### config.mk
export PLATFORM = sky130hd
export DESIGN_NAME = load_store_unit
export DESIGN_NICKNAME = d
export VERILOG_FILES = /design/src/rtl/load_store_unit_pkg.sv /design/src/rtl/load_store_unit_align.sv /design/src/rtl/load_store_unit.sv
export SDC_FILE = /design/constraint.sdc
export NUM_CORES = 1
export LEC_CHECK = 0
export CAP_MARGIN = 20
export CELL_PAD_IN_SITES_DETAIL_PLACEMENT = 1
export CELL_PAD_IN_SITES_GLOBAL_PLACEMENT = 2
export CORE_MARGIN = 4
export CORE_UTILIZATION = 27
export CTS_BUF_LIST = sky130_fd_sc_hd__clkbuf_8
export CTS_CLUSTER_SIZE = 25
export DETAILED_ROUTE_END_ITERATION = 12
export GPL_TIMING_DRIVEN = 0
export PLACE_DENSITY_LB_ADDON = 0.1
export SYNTH_ARGS = -nofsm -noshare
export SYNTH_HDL_FRONTEND = slang
export SYNTH_SLANG_ARGS = --single-unit
### constraint.sdc
create_clock -name i_Clk -period 3 [get_ports i_Clk]
set_clock_uncertainty 0.15 [all_clocks]
set_input_delay 0.45 -clock i_Clk [delete_from_list [all_inputs] [get_ports i_Clk]]
set_output_delay 0.45 -clock i_Clk [all_outputs]
set_load 0.005 [all_outputs]
### src/rtl/load_store_unit_pkg.sv
// Shared types and decode helpers for the load/store unit.
// Width codes follow RV32I funct3; exception codes feed writeback.
package load_store_unit_pkg;

  typedef enum logic [1:0] {
    S_IDLE = 2'd0,
    S_REQ  = 2'd1,
    S_RESP = 2'd2
  } state_e;

  localparam logic [2:0] F3_B  = 3'b000;
  localparam logic [2:0] F3_H  = 3'b001;
  localparam logic [2:0] F3_W  = 3'b010;
  localparam logic [2:0] F3_BU = 3'b100;
  localparam logic [2:0] F3_HU = 3'b101;

  localparam logic [1:0] EXC_OK  = 2'b00;
  localparam logic [1:0] EXC_MIS = 2'b01;
  localparam logic [1:0] EXC_TMO = 2'b10;
  localparam logic [1:0] EXC_ILL = 2'b11;

  function automatic logic op_illegal(
    input logic       ld,
    input logic       st,
    input logic [2:0] f3
  );
    logic bad;
    bad = 1'b0;
    if (ld == st) begin
      bad = 1'b1;
    end else if (ld) begin
      bad = !(f3 inside {F3_B, F3_H, F3_W, F3_BU, F3_HU});
    end else begin
      bad = (f3 > F3_W);
    end
    return bad;
  endfunction

  function automatic logic addr_misaligned(
    input logic [2:0] f3,
    input logic [1:0] off
  );
    logic mis;
    mis = 1'b0;
    case (f3)
      F3_H, F3_HU: mis = off[0];
      F3_W:        mis = (off != 2'b00);
      default:     mis = 1'b0;
    endcase
    return mis;
  endfunction

endpackage

### src/rtl/load_store_unit_align.sv
// Byte-lane steering: store enables/replication and load
// extraction with sign or zero extension.
module load_store_unit_align
  import load_store_unit_pkg::*;
(
  input  logic        we,
  input  logic [2:0]  funct3,
  input  logic [1:0]  off,
  input  logic [31:0] wdata,
  input  logic [31:0] rword,
  output logic [3:0]  be,
  output logic [31:0] mwdata,
  output logic [31:0] rdata
);

  logic [31:0] shifted;

  always_comb begin
    be      = 4'b1111;
    mwdata  = wdata;
    rdata   = '0;
    shifted = rword >> {off, 3'b000};
    if (we) begin
      case (funct3)
        F3_B: begin
          be     = 4'b0001 << off;
          mwdata = {4{wdata[7:0]}};
        end
        F3_H: begin
          be     = off[1] ? 4'b1100 : 4'b0011;
          mwdata = {2{wdata[15:0]}};
        end
        default: ;
      endcase
    end
    case (funct3)
      F3_B:    rdata = {{24{shifted[7]}}, shifted[7:0]};
      F3_H:    rdata = {{16{shifted[15]}}, shifted[15:0]};
      F3_W:    rdata = shifted;
      F3_BU:   rdata = {24'b0, shifted[7:0]};
      F3_HU:   rdata = {16'b0, shifted[15:0]};
      default: rdata = '0;
    endcase
  end

endmodule

### src/rtl/load_store_unit.sv
// Memory stage: one word-aligned req/ack access per op,
// stalls EX via o_Ready until writeback gets o_Done.
module load_store_unit
  import load_store_unit_pkg::*;
#(
  parameter int WORD_SIZE = 32,
  parameter int TIMEOUT   = 16
) (
  input  logic                 i_Clk,
  input  logic                 i_Rst_n,
  input  logic                 i_Valid,
  output logic                 o_Ready,
  input  logic                 i_Load,
  input  logic                 i_Store,
  input  logic [2:0]           i_Funct3,
  input  logic [WORD_SIZE-1:0] i_Addr,
  input  logic [WORD_SIZE-1:0] i_WData,
  output logic                 o_Done,
  output logic [WORD_SIZE-1:0] o_RData,
  output logic [1:0]           o_Exc,
  output logic                 o_MemReq,
  output logic                 o_MemWe,
  output logic [WORD_SIZE-1:0] o_MemAddr,
  output logic [WORD_SIZE-1:0] o_MemWData,
  output logic [3:0]           o_MemBe,
  input  logic                 i_MemAck,
  input  logic [WORD_SIZE-1:0] i_MemRData
);

  state_e               state_q, state_d;
  logic [WORD_SIZE-1:0] addr_q, addr_d;
  logic [WORD_SIZE-1:0] wdata_q, wdata_d;
  logic [WORD_SIZE-1:0] rdata_q, rdata_d;
  logic [2:0]           f3_q, f3_d;
  logic                 we_q, we_d;
  logic [1:0]           exc_q, exc_d;
  logic [7:0]           cnt_q, cnt_d;

  logic [3:0]           al_be;
  logic [WORD_SIZE-1:0] al_wdata;
  logic [WORD_SIZE-1:0] al_rdata;

  load_store_unit_align u_align (
    .we     (we_q),
    .funct3 (f3_q),
    .off    (addr_q[1:0]),
    .wdata  (wdata_q),
    .rword  (i_MemRData),
    .be     (al_be),
    .mwdata (al_wdata),
    .rdata  (al_rdata)
  );

  always_comb begin
    state_d = state_q;
    addr_d  = addr_q;
    wdata_d = wdata_q;
    rdata_d = rdata_q;
    f3_d    = f3_q;
    we_d    = we_q;
    exc_d   = exc_q;
    cnt_d   = cnt_q;
    unique case (state_q)
      S_IDLE: begin
        if (i_Valid) begin
          addr_d  = i_Addr;
          wdata_d = i_WData;
          f3_d    = i_Funct3;
          we_d    = i_Store;
          rdata_d = '0;
          cnt_d   = '0;
          if (op_illegal(i_Load, i_Store, i_Funct3)) begin
            exc_d   = EXC_ILL;
            state_d = S_RESP;
          end else if (addr_misaligned(i_Funct3, i_Addr[1:0])) begin
            exc_d   = EXC_MIS;
            state_d = S_RESP;
          end else begin
            exc_d   = EXC_OK;
            state_d = S_REQ;
          end
        end
      end
      S_REQ: begin
        // ack on the terminal count still completes normally
        if (i_MemAck) begin
          rdata_d = we_q ? '0 : al_rdata;
          state_d = S_RESP;
        end else if (cnt_q == 8'(TIMEOUT - 1)) begin
          exc_d   = EXC_TMO;
          state_d = S_RESP;
        end else begin
          cnt_d = cnt_q + 8'd1;
        end
      end
      S_RESP:  state_d = S_IDLE;
      default: state_d = S_IDLE;
    endcase
  end

  always_ff @(posedge i_Clk) begin
    if (!i_Rst_n) begin
      state_q <= S_IDLE;
      addr_q  <= '0;
      wdata_q <= '0;
      rdata_q <= '0;
      f3_q    <= '0;
      we_q    <= 1'b0;
      exc_q   <= EXC_OK;
      cnt_q   <= '0;
    end else begin
      state_q <= state_d;
      addr_q  <= addr_d;
      wdata_q <= wdata_d;
      rdata_q <= rdata_d;
      f3_q    <= f3_d;
      we_q    <= we_d;
      exc_q   <= exc_d;
      cnt_q   <= cnt_d;
    end
  end

  assign o_Ready    = (state_q == S_IDLE);
  assign o_Done     = (state_q == S_RESP);
  assign o_MemReq   = (state_q == S_REQ);
  assign o_MemWe    = o_MemReq & we_q;
  assign o_MemAddr  = o_MemReq ? {addr_q[WORD_SIZE-1:2], 2'b00} : '0;
  assign o_MemWData = o_MemReq ? al_wdata : '0;
  assign o_MemBe    = o_MemReq ? al_be : 4'b0000;
  assign o_RData    = rdata_q;
  assign o_Exc      = exc_q;

endmodule

==> run_results.csv, run 1 <==
group,metric,value,unit
logic_synthesis,syn_area,0.00555,sq mm
logic_synthesis,ys_seq_area_share,40.4,%
clock_network,htreeDepth,3,
logic_synthesis,ys_types,58,
timing,setup_ws,0.115,ns
logic_synthesis,synthArstFlopShare,0,%
routing,detail-route-antenna-nets,0,
place,place_area,0.00797,sq mm
global_routing,antenna_found_initial,0,
timing,min_period_over_period,96.2,%
clock_network,cts.clk_slew.worst_paths,0.11,ns
critical_path,criticalPathCategory,"flip-flop to output port",
floorplan,start_util,27.4,%
power_and_ir_drop,combPwrFrac,21.1,%
clock_network,tritoncts,"yes",
min_path,min_from,"addr_q[30]",
global_routing,grt_max_degree,20,
critical_path,required,2.40,ns
clock_network,cts_buffers,9,
global_routing,track_usage,19.4,%
logic_synthesis,syn_avg_cell_area,7.84,sq um
status,status,"finished, final reports clean",
routing,wl_per_cell,18.7,um
logic_synthesis,synth_edf_count,0,
power_and_ir_drop,p_sw,0.994,mW
layout,drive_above_1_share,8.05,%
place,pre_cts_ws,0.0256,ns
clock_network,root_buffer,"clkbuf_8",
power_and_ir_drop,p_per_area,392,mW/mm^2
logic_synthesis,synth_flop_cell,"dfxtp_1",
place,port_buffers,207,
logic_synthesis,ys_seq_elements,112,
logic_synthesis,postSynthCellCount,708,
power_and_ir_drop,max-vdd-ir-drop,0.277,mV
power_and_ir_drop,p_leak,3.09,nW
critical_path,cp-start-kind,"flip-flop",
critical_path,path_max_fanout,10,
clock_network,cts.sinks,112,
layout,fin_area,0.00831,sq mm
floorplan,rows,52,
floorplan,ios,211,
critical_path,critical_path_arrival,2.29,ns
power_and_ir_drop,clockPowerShare,29.9,%
min_path,worstHoldEndpoint,"addr_q[30]",
logic_synthesis,yosys.area_share.simple,24.4,%
global_routing,grt_first_pass_wirelength,34900,um
critical_path,reg2reg_to,"o_RData[23]",
logic_synthesis,synthMuxAreaShare,4.21,%
logic_synthesis,synth_fa_ha_area_share,0.225,%
place,dp_hpwl,17700,um
floorplan,core,0.0202,sq mm
timing,fmax,347,MHz
timing,drv_slew,0,
global_routing,grt_pass1_vias,6238,
routing,dr.pass1.iters,4,
timing,holdWs,0.311,ns
critical_path,r2r_setup_slack,0.66,ns
critical_path,r2r_start,"addr_q[0]",
floorplan,die-area,0.0229,sq mm
power_and_ir_drop,seqPwrFrac,49.0,%
flow_run,drv_cap,0,
power_and_ir_drop,power.internal,2.27,mW
critical_path,end_kind,"output port",
logic_synthesis,synthXorXnorAreaFrac,0.789,%
timing,worst_pin_slew,0.837,ns
logic_synthesis,synth_compound_area_share,24.5,%
layout,diodes,0,
power_and_ir_drop,switching_share,30.5,%
min_path,holdPathStages,2,
layout,final_util,41.1,%
clock_network,clockBufferDepth,2,
timing,hold_violations,0,
logic_synthesis,synth_warnings,0,
timing,post-route-min-period,2.89,ns
min_path,hold_class,"flip-flop to flip-flop",
layout,nets,1033,
timing,setup_viol,0,
timing,tns,0,ns
routing,vias_per_cell,4.90,
layout,n_fill_cell,2411,
floorplan,die_h,151,um
routing,vias,5894,
routing,drt-initial-drc-count,309,
timing,max-slew-margin-rel,44.1,%
clock_network,clkLatencyLatePin,0.38,ns
logic_synthesis,synth_top_family_by_area,"compound AO/OA/AOI/OAI gates",
layout,area_growth,49.7,%
place,gp_congestion,0.781,
global_routing,grt-ovfl-total,0,
floorplan,die_w,151,um
routing,drc_errors,0,
clock_network,ctsHoldBuffers,0,
routing,routed_wirelength,22400,um
critical_path,worst-r2r-cell-count,5,
==> critical path, stage by stage, from the launching register on <==
cell             delay (ns)
dfxtp_1                0.31
buf_4                  0.18
or3b_1                 0.37
buf_4                  0.19
nand2_1                0.08
a21oi_1                0.07
nor2_1                 0.16
clkdlybuf4s50_1        0.53
==> cell type report <==
class                   count  area [sq um]  area share, %
clock buffers               9           124           1.49
well taps                 270           338           4.07
inverters                   2          10.0          0.120
flip-flops and latches    112          2240           27.0
clock inverters             7          81.3          0.979
repair buffers            210          2140           25.7
plain buffers              60           310           3.73
multi-input cells         532          3070           36.9
==> cell usage after synthesis (all sizes together) (3+ instances only) <==
| cell | number | area [sq um] |
|---|---|---|
| nand2 | 187 | 702 |
| dfxtp | 112 | 2240 |
| a21oi | 109 | 546 |
| and2 | 44 | 278 |
| clkbuf | 39 | 146 |
| nor2 | 25 | 93.8 |
| buf | 24 | 145 |
| o21ai | 16 | 83.8 |
| a211o | 15 | 131 |
| a22o | 15 | 131 |
| mux2i | 11 | 110 |
| a22oi | 10 | 75.1 |
| mux2 | 9 | 101 |
| nor2b | 9 | 56.3 |
| a211oi | 8 | 60.1 |
| a32o | 8 | 80.1 |
| a32oi | 8 | 70.1 |
| a2bb2oi | 7 | 61.3 |
| nand3 | 6 | 30.0 |
| xor2 | 5 | 43.8 |
| nor3 | 4 | 25.0 |
| and3 | 3 | 18.8 |
| nor3b | 3 | 27.5 |
==> worst max path at each step <==
stage / cells after the start / from / endpoint
final: 7 / f3_q[2] / o_MemBe[2]
after detailed placement: 7 / addr_q[1] / o_MemBe[3]
after CTS: 7 / f3_q[2] / o_MemWData[11]
after global routing: 5 / state_q[1] / o_MemWData[20]
after floorplan: 6 / addr_q[1] / o_MemBe[3]
after global placement: 7 / addr_q[1] / o_MemBe[3]
==> cells by family (layout without fill, tap and decap cells) <==
kind of cell    count (synthesis)  count (layout)
compound gates                207             207
xor+xnor                        5               5
fa+ha+maj                       1               1
buf+inv                        65             288
flops                         112             112
mux                            21              21
other cells                     1               2
simple gates                  296             296
==> placed cells by master, fill, tap and decap left out, drive strengths merged, types with 8 or more instances in the layout <==
cell type and n:
a211oi 8, buf 27, nor2b 9, mux2i 11, dfxtp 112, a22o 15, a32oi 8, nand2 187
o21ai 16, clkdlybuf4s50 200, a21oi 109, a32o 8, clkbuf 45, nor2 25, a211o 15, and2 44
a22oi 10, mux2 9
==> flip-flops by register name, indices dropped and copies added (netlist names) <==
register and cells:
cnt_q 8, we_q 1, f3_q 3, o_RData 32
addr_q 32, wdata_q 32, o_Exc 2, state_q 2
==> per-layer routing <==
| layer | vias to the layer above | part of all wire [%] | global-route usage (%) |
|---|---|---|---|
| met5 | - | 0 | 0 |
| met4 | 0 | 0.79 | 3.81 |
| met3 | 10 | 5.3 | 3.23 |
| met2 | 163 | 48 | 32.2 |
| met1 | 2839 | 46 | 26.6 |
| li1 | 2882 | - | - |
==> timing repair <==
action / 4_1_cts / 5_1_grt
resized for setup: 17 / 24
pin swaps: 1 / 4
buffers inserted: 1 / 2
endpoints found under the setup margin: 38 / 36
==> power groups by stage <==
| stage | Clock [mW] | Sequential [mW] | Combinational (mW) |
|---|---|---|---|
| floorplan | 0 | 1.61 | 0.351 |
| global placement | 0 | 1.63 | 0.650 |
| detailed placement | 0 | 1.63 | 0.665 |
| CTS | 1.01 | 1.60 | 0.681 |
| global route | 1.06 | 1.61 | 0.756 |
| finish | 0.975 | 1.60 | 0.689 |
==> through the flow <==
step                      cells  power, mW
final                      1202       3.26
after global placement     1186       2.28
after detailed placement   1186       2.30
after CTS                  1201       3.29
after global routing       1202       3.42
after floorplan             709       1.97
Note: power is estimated with default switching activity, not from simulation.
==> run 2, diff against run 1 <==
--- a/config.mk
+++ b/config.mk
@@ -9,7 +9,7 @@
 export CELL_PAD_IN_SITES_DETAIL_PLACEMENT = 1
 export CELL_PAD_IN_SITES_GLOBAL_PLACEMENT = 2
 export CORE_MARGIN = 4
-export CORE_UTILIZATION = 27
+export CORE_UTILIZATION = 29
 export CTS_BUF_LIST = sky130_fd_sc_hd__clkbuf_8
 export CTS_CLUSTER_SIZE = 25
 export DETAILED_ROUTE_END_ITERATION = 12
@@ -17,4 +17,5 @@
 export PLACE_DENSITY_LB_ADDON = 0.1
 export SYNTH_ARGS = -nofsm -noshare
 export SYNTH_HDL_FRONTEND = slang
+export SYNTH_HIERARCHICAL = 1
 export SYNTH_SLANG_ARGS = --single-unit
==> run 2 against run 1 <==
Largest power group unchanged. Clock power rose by 7%. Sequential power about the same. Total power is 3.2% higher. Sequential cell count unchanged. Global-route usage fell by 1.4 points. Synthesized cell count up 9.0%. Worst hold slack improved by 0.0055 ns. Critical endpoint is now o_MemWData[14]. Clock-buffer cell count did not move. Register-to-register slack improved by 0.16 ns.
==> run_results.csv, run 2 <==
group,metric,value,unit
status,status,"finished, final reports clean",
floorplan,ios,211,
layout,area_growth,41.9,%
clock_network,cts.clk_slew.worst_paths,0.11,ns
floorplan,die_w,157,um
routing,drc_errors,0,
logic_synthesis,syn_avg_cell_area,8.29,sq um
critical_path,critical_path_arrival,2.27,ns
layout,final_common_cell,"clkdlybuf4s50_1",
logic_synthesis,synth.area.top_cells,"dfxtp_1 35%, and2_1 9.9%, nand2_1 9.1%, mux2i_1 9.1%, a21boi_0 8.0%",
timing,tns,0,ns
layout,seq_area,0.00224,sq mm
place,port_buffers,208,
logic_synthesis,yosysTopAreaCell,"dfxtp_1",
layout,final_cell_mix,"208 x clkdlybuf4s50_1, 155 x nand2_1, 110 x dfxtp_1",
critical_path,end_kind,"output port",
floorplan,start_util,29.4,%
floorplan,die-area,0.0245,sq mm
layout,n_fill_cell,2623,
logic_synthesis,synth.top_cells.by_count,"155 x nand2_1, 112 x dfxtp_1, 101 x and2_1, 68 x a21boi_0, 58 x mux2i_1",
critical_path,cpMaxStageDelayCell,"clkdlybuf4s50_1",
routing,vias,5896,
critical_path,path_cells,"nor2_4, and2_4, nor2b_4, buf_6, mux2_4, and2_1, clkdlybuf4s50_1",
timing,worst_pin_slew,0.710,ns
layout,final_util,41.7,%
timing,setup_viol,0,
power_and_ir_drop,p_sw,0.970,mW
global_routing,grt_max_degree,19,
timing,fmax,348,MHz
place,dp_hpwl,17500,um
logic_synthesis,synth_edf_count,0,
clock_network,cts_buffers,9,
logic_synthesis,synthXorXnorAreaFrac,0.411,%
routing,routed_wirelength,22400,um
layout,diodes,0,
logic_synthesis,synth_fa_ha_area_share,0.196,%
critical_path,cp-startpoint,"f3_q[1]",
flow_run,drv_cap,0,
power_and_ir_drop,seqPwrFrac,47.6,%
logic_synthesis,ys_types,55,
logic_synthesis,yosys.area_share.simple,28.3,%
power_and_ir_drop,switching_share,28.8,%
logic_synthesis,synthMuxAreaShare,12.7,%
power_and_ir_drop,p_per_area,371,mW/mm^2
global_routing,antenna_found_initial,0,
global_routing,grt_pass1_vias,6072,
critical_path,critPathMaxStageDelay,0.47,ns
critical_path,path_buf_inv,2,
logic_synthesis,ys_seq_elements,112,
logic_synthesis,synth_flop_cell,"dfxtp_1",
layout,multi_input_area,0.00377,sq mm
power_and_ir_drop,power.internal,2.39,mW
global_routing,track_usage,18.0,%
logic_synthesis,ys_seq_area_share,35.0,%
logic_synthesis,postSynthCellCount,772,
clock_network,cts.sinks,112,
critical_path,criticalPathCategory,"flip-flop to output port",
critical_path,r2r_start,"f3_q[0]",
place,pre_cts_ws,0.313,ns
routing,drt-initial-drc-count,219,
power_and_ir_drop,max-vdd-ir-drop,0.243,mV
routing,detail-route-antenna-nets,0,
logic_synthesis,yosysMostFrequentCell,"nand2_1",
timing,drv_slew,0,
critical_path,required,2.40,ns
timing,rsz0062_at_grt,"no",
timing,post-route-min-period,2.87,ns
floorplan,rows,54,
floorplan,die_h,157,um
min_path,min_from,"addr_q[31]",
critical_path,cp-start-kind,"flip-flop",
critical_path,crit_family,"buffers and inverters",
power_and_ir_drop,clockPowerShare,31.0,%
min_path,hold_class,"flip-flop to flip-flop",
logic_synthesis,synth_compound_area_share,17.0,%
critical_path,path_max_fanout,8,
logic_synthesis,synthArstFlopShare,0,%
routing,wl_per_cell,17.6,um
layout,nets,1096,
timing,setup_ws,0.130,ns
timing,max-slew-margin-rel,52.6,%
logic_synthesis,synth_top_family_by_area,"simple AND/OR/NAND/NOR gates",
timing,hold_violations,0,
timing,holdWs,0.317,ns
clock_network,ctsHoldBuffers,0,
floorplan,core,0.0218,sq mm
routing,vias_per_cell,4.62,
clock_network,htreeDepth,3,
place,gp_congestion,0.771,
logic_synthesis,synth_warnings,6,
logic_synthesis,synth_top_area_share,35.0,%
logic_synthesis,syn_area,0.00640,sq mm
clock_network,clockBufferDepth,2,
timing,min_period_over_period,95.7,%
layout,drive_above_1_share,9.65,%
clock_network,clkLatencyLatePin,0.40,ns
power_and_ir_drop,combPwrFrac,21.5,%
global_routing,grt-ovfl-total,0,
clock_network,tritoncts,"yes",
clock_network,root_buffer,"clkbuf_8",
global_routing,grt_first_pass_wirelength,34400,um
routing,dr.pass1.iters,4,
power_and_ir_drop,p_leak,3.40,nW
==> run 2: final cells by class <==
class | instances | share of cell area, %
repair buffers | 208 | 22.9
clock buffers | 9 | 1.36
flip-flops and latches | 112 | 24.7
well taps | 280 | 3.86
clock inverters | 7 | 1.05
inverters | 3 | 0.124
multi-input cells | 587 | 41.5
plain buffers | 69 | 4.44
==> run 2: final timing paths <==
check	to	cells past startpoint	slack, ns
worst min register to register	addr_q[31]	2	0.32
worst min-delay path	addr_q[31]	2	0.32
worst max register to register	o_RData[21]	8	0.82
worst max-delay path	o_MemWData[14]	7	0.13
==> run 2: metal layers <==
layer  track usage [%]  vias to the layer above  part of all wire, %
li1                  -                     3000                    -
met1              23.4                     2749                   46
met2              29.2                      138                   45
met3              6.19                        9                  7.9
met4              3.35                        0                 0.76
met5                 0                        -                    0
==> run 2: worst min-delay path, delay by kind of cell, from the launching register on <==
kind	cells	cell delay [ns]
AOI/OAI and AO/OA	1	0.06
and+or+nand+nor	1	0.04
DFF	1	0.32
==> run 2: logic make-up after synthesis <==
| logic type | after synthesis |
|---|---|
| adders and majority gates | 1 |
| AOI/OAI and AO/OA | 150 |
| buffers and inverters | 74 |
| other | 1 |
| and+or+nand+nor | 355 |
| muxes | 76 |
| xor gates and xnor gates | 3 |
| DFF | 112 |
==> run 2: power by group through the flow <==
stage	Combinational [mW]	Sequential, mW	Clock (mW)
2_1_floorplan	0.412	1.62	0
3_3_place_gp	0.728	1.63	0
3_5_place_dp	0.730	1.63	0
4_1_cts	0.736	1.60	1.09
5_1_grt	0.798	1.61	1.13
6_report	0.723	1.60	1.04
==> run 2: stage by stage <==
stage	power (mW)	area, sq um	std cells
after floorplan	2.03	6400	773
after CTS	3.43	9070	1277
after global placement	2.36	8840	1261
after detailed placement	2.36	8840	1261
after global routing	3.54	9080	1275
final	3.36	9080	1275
==> run 2: what timing repair did <==
item | 4_1_cts | 5_1_grt
endpoints found under the setup margin | 45 | 45
setup buffers | 0 | 0
gates resized for setup | 9 | 9
gates cloned | 0 | 0
endpoints found under the hold margin | 0 | 0
pin swaps | 0 | 0
==> run 3, diff against run 2 <==
--- a/config.mk
+++ b/config.mk
@@ -5,6 +5,7 @@
 export SDC_FILE = /design/constraint.sdc
 export NUM_CORES = 1
 export LEC_CHECK = 0
+export ABC_AREA = 0
 export CAP_MARGIN = 20
 export CELL_PAD_IN_SITES_DETAIL_PLACEMENT = 1
 export CELL_PAD_IN_SITES_GLOBAL_PLACEMENT = 2
==> results of run 3 <==
The final DEF is identical to that of run 2; final timing and power are the same.
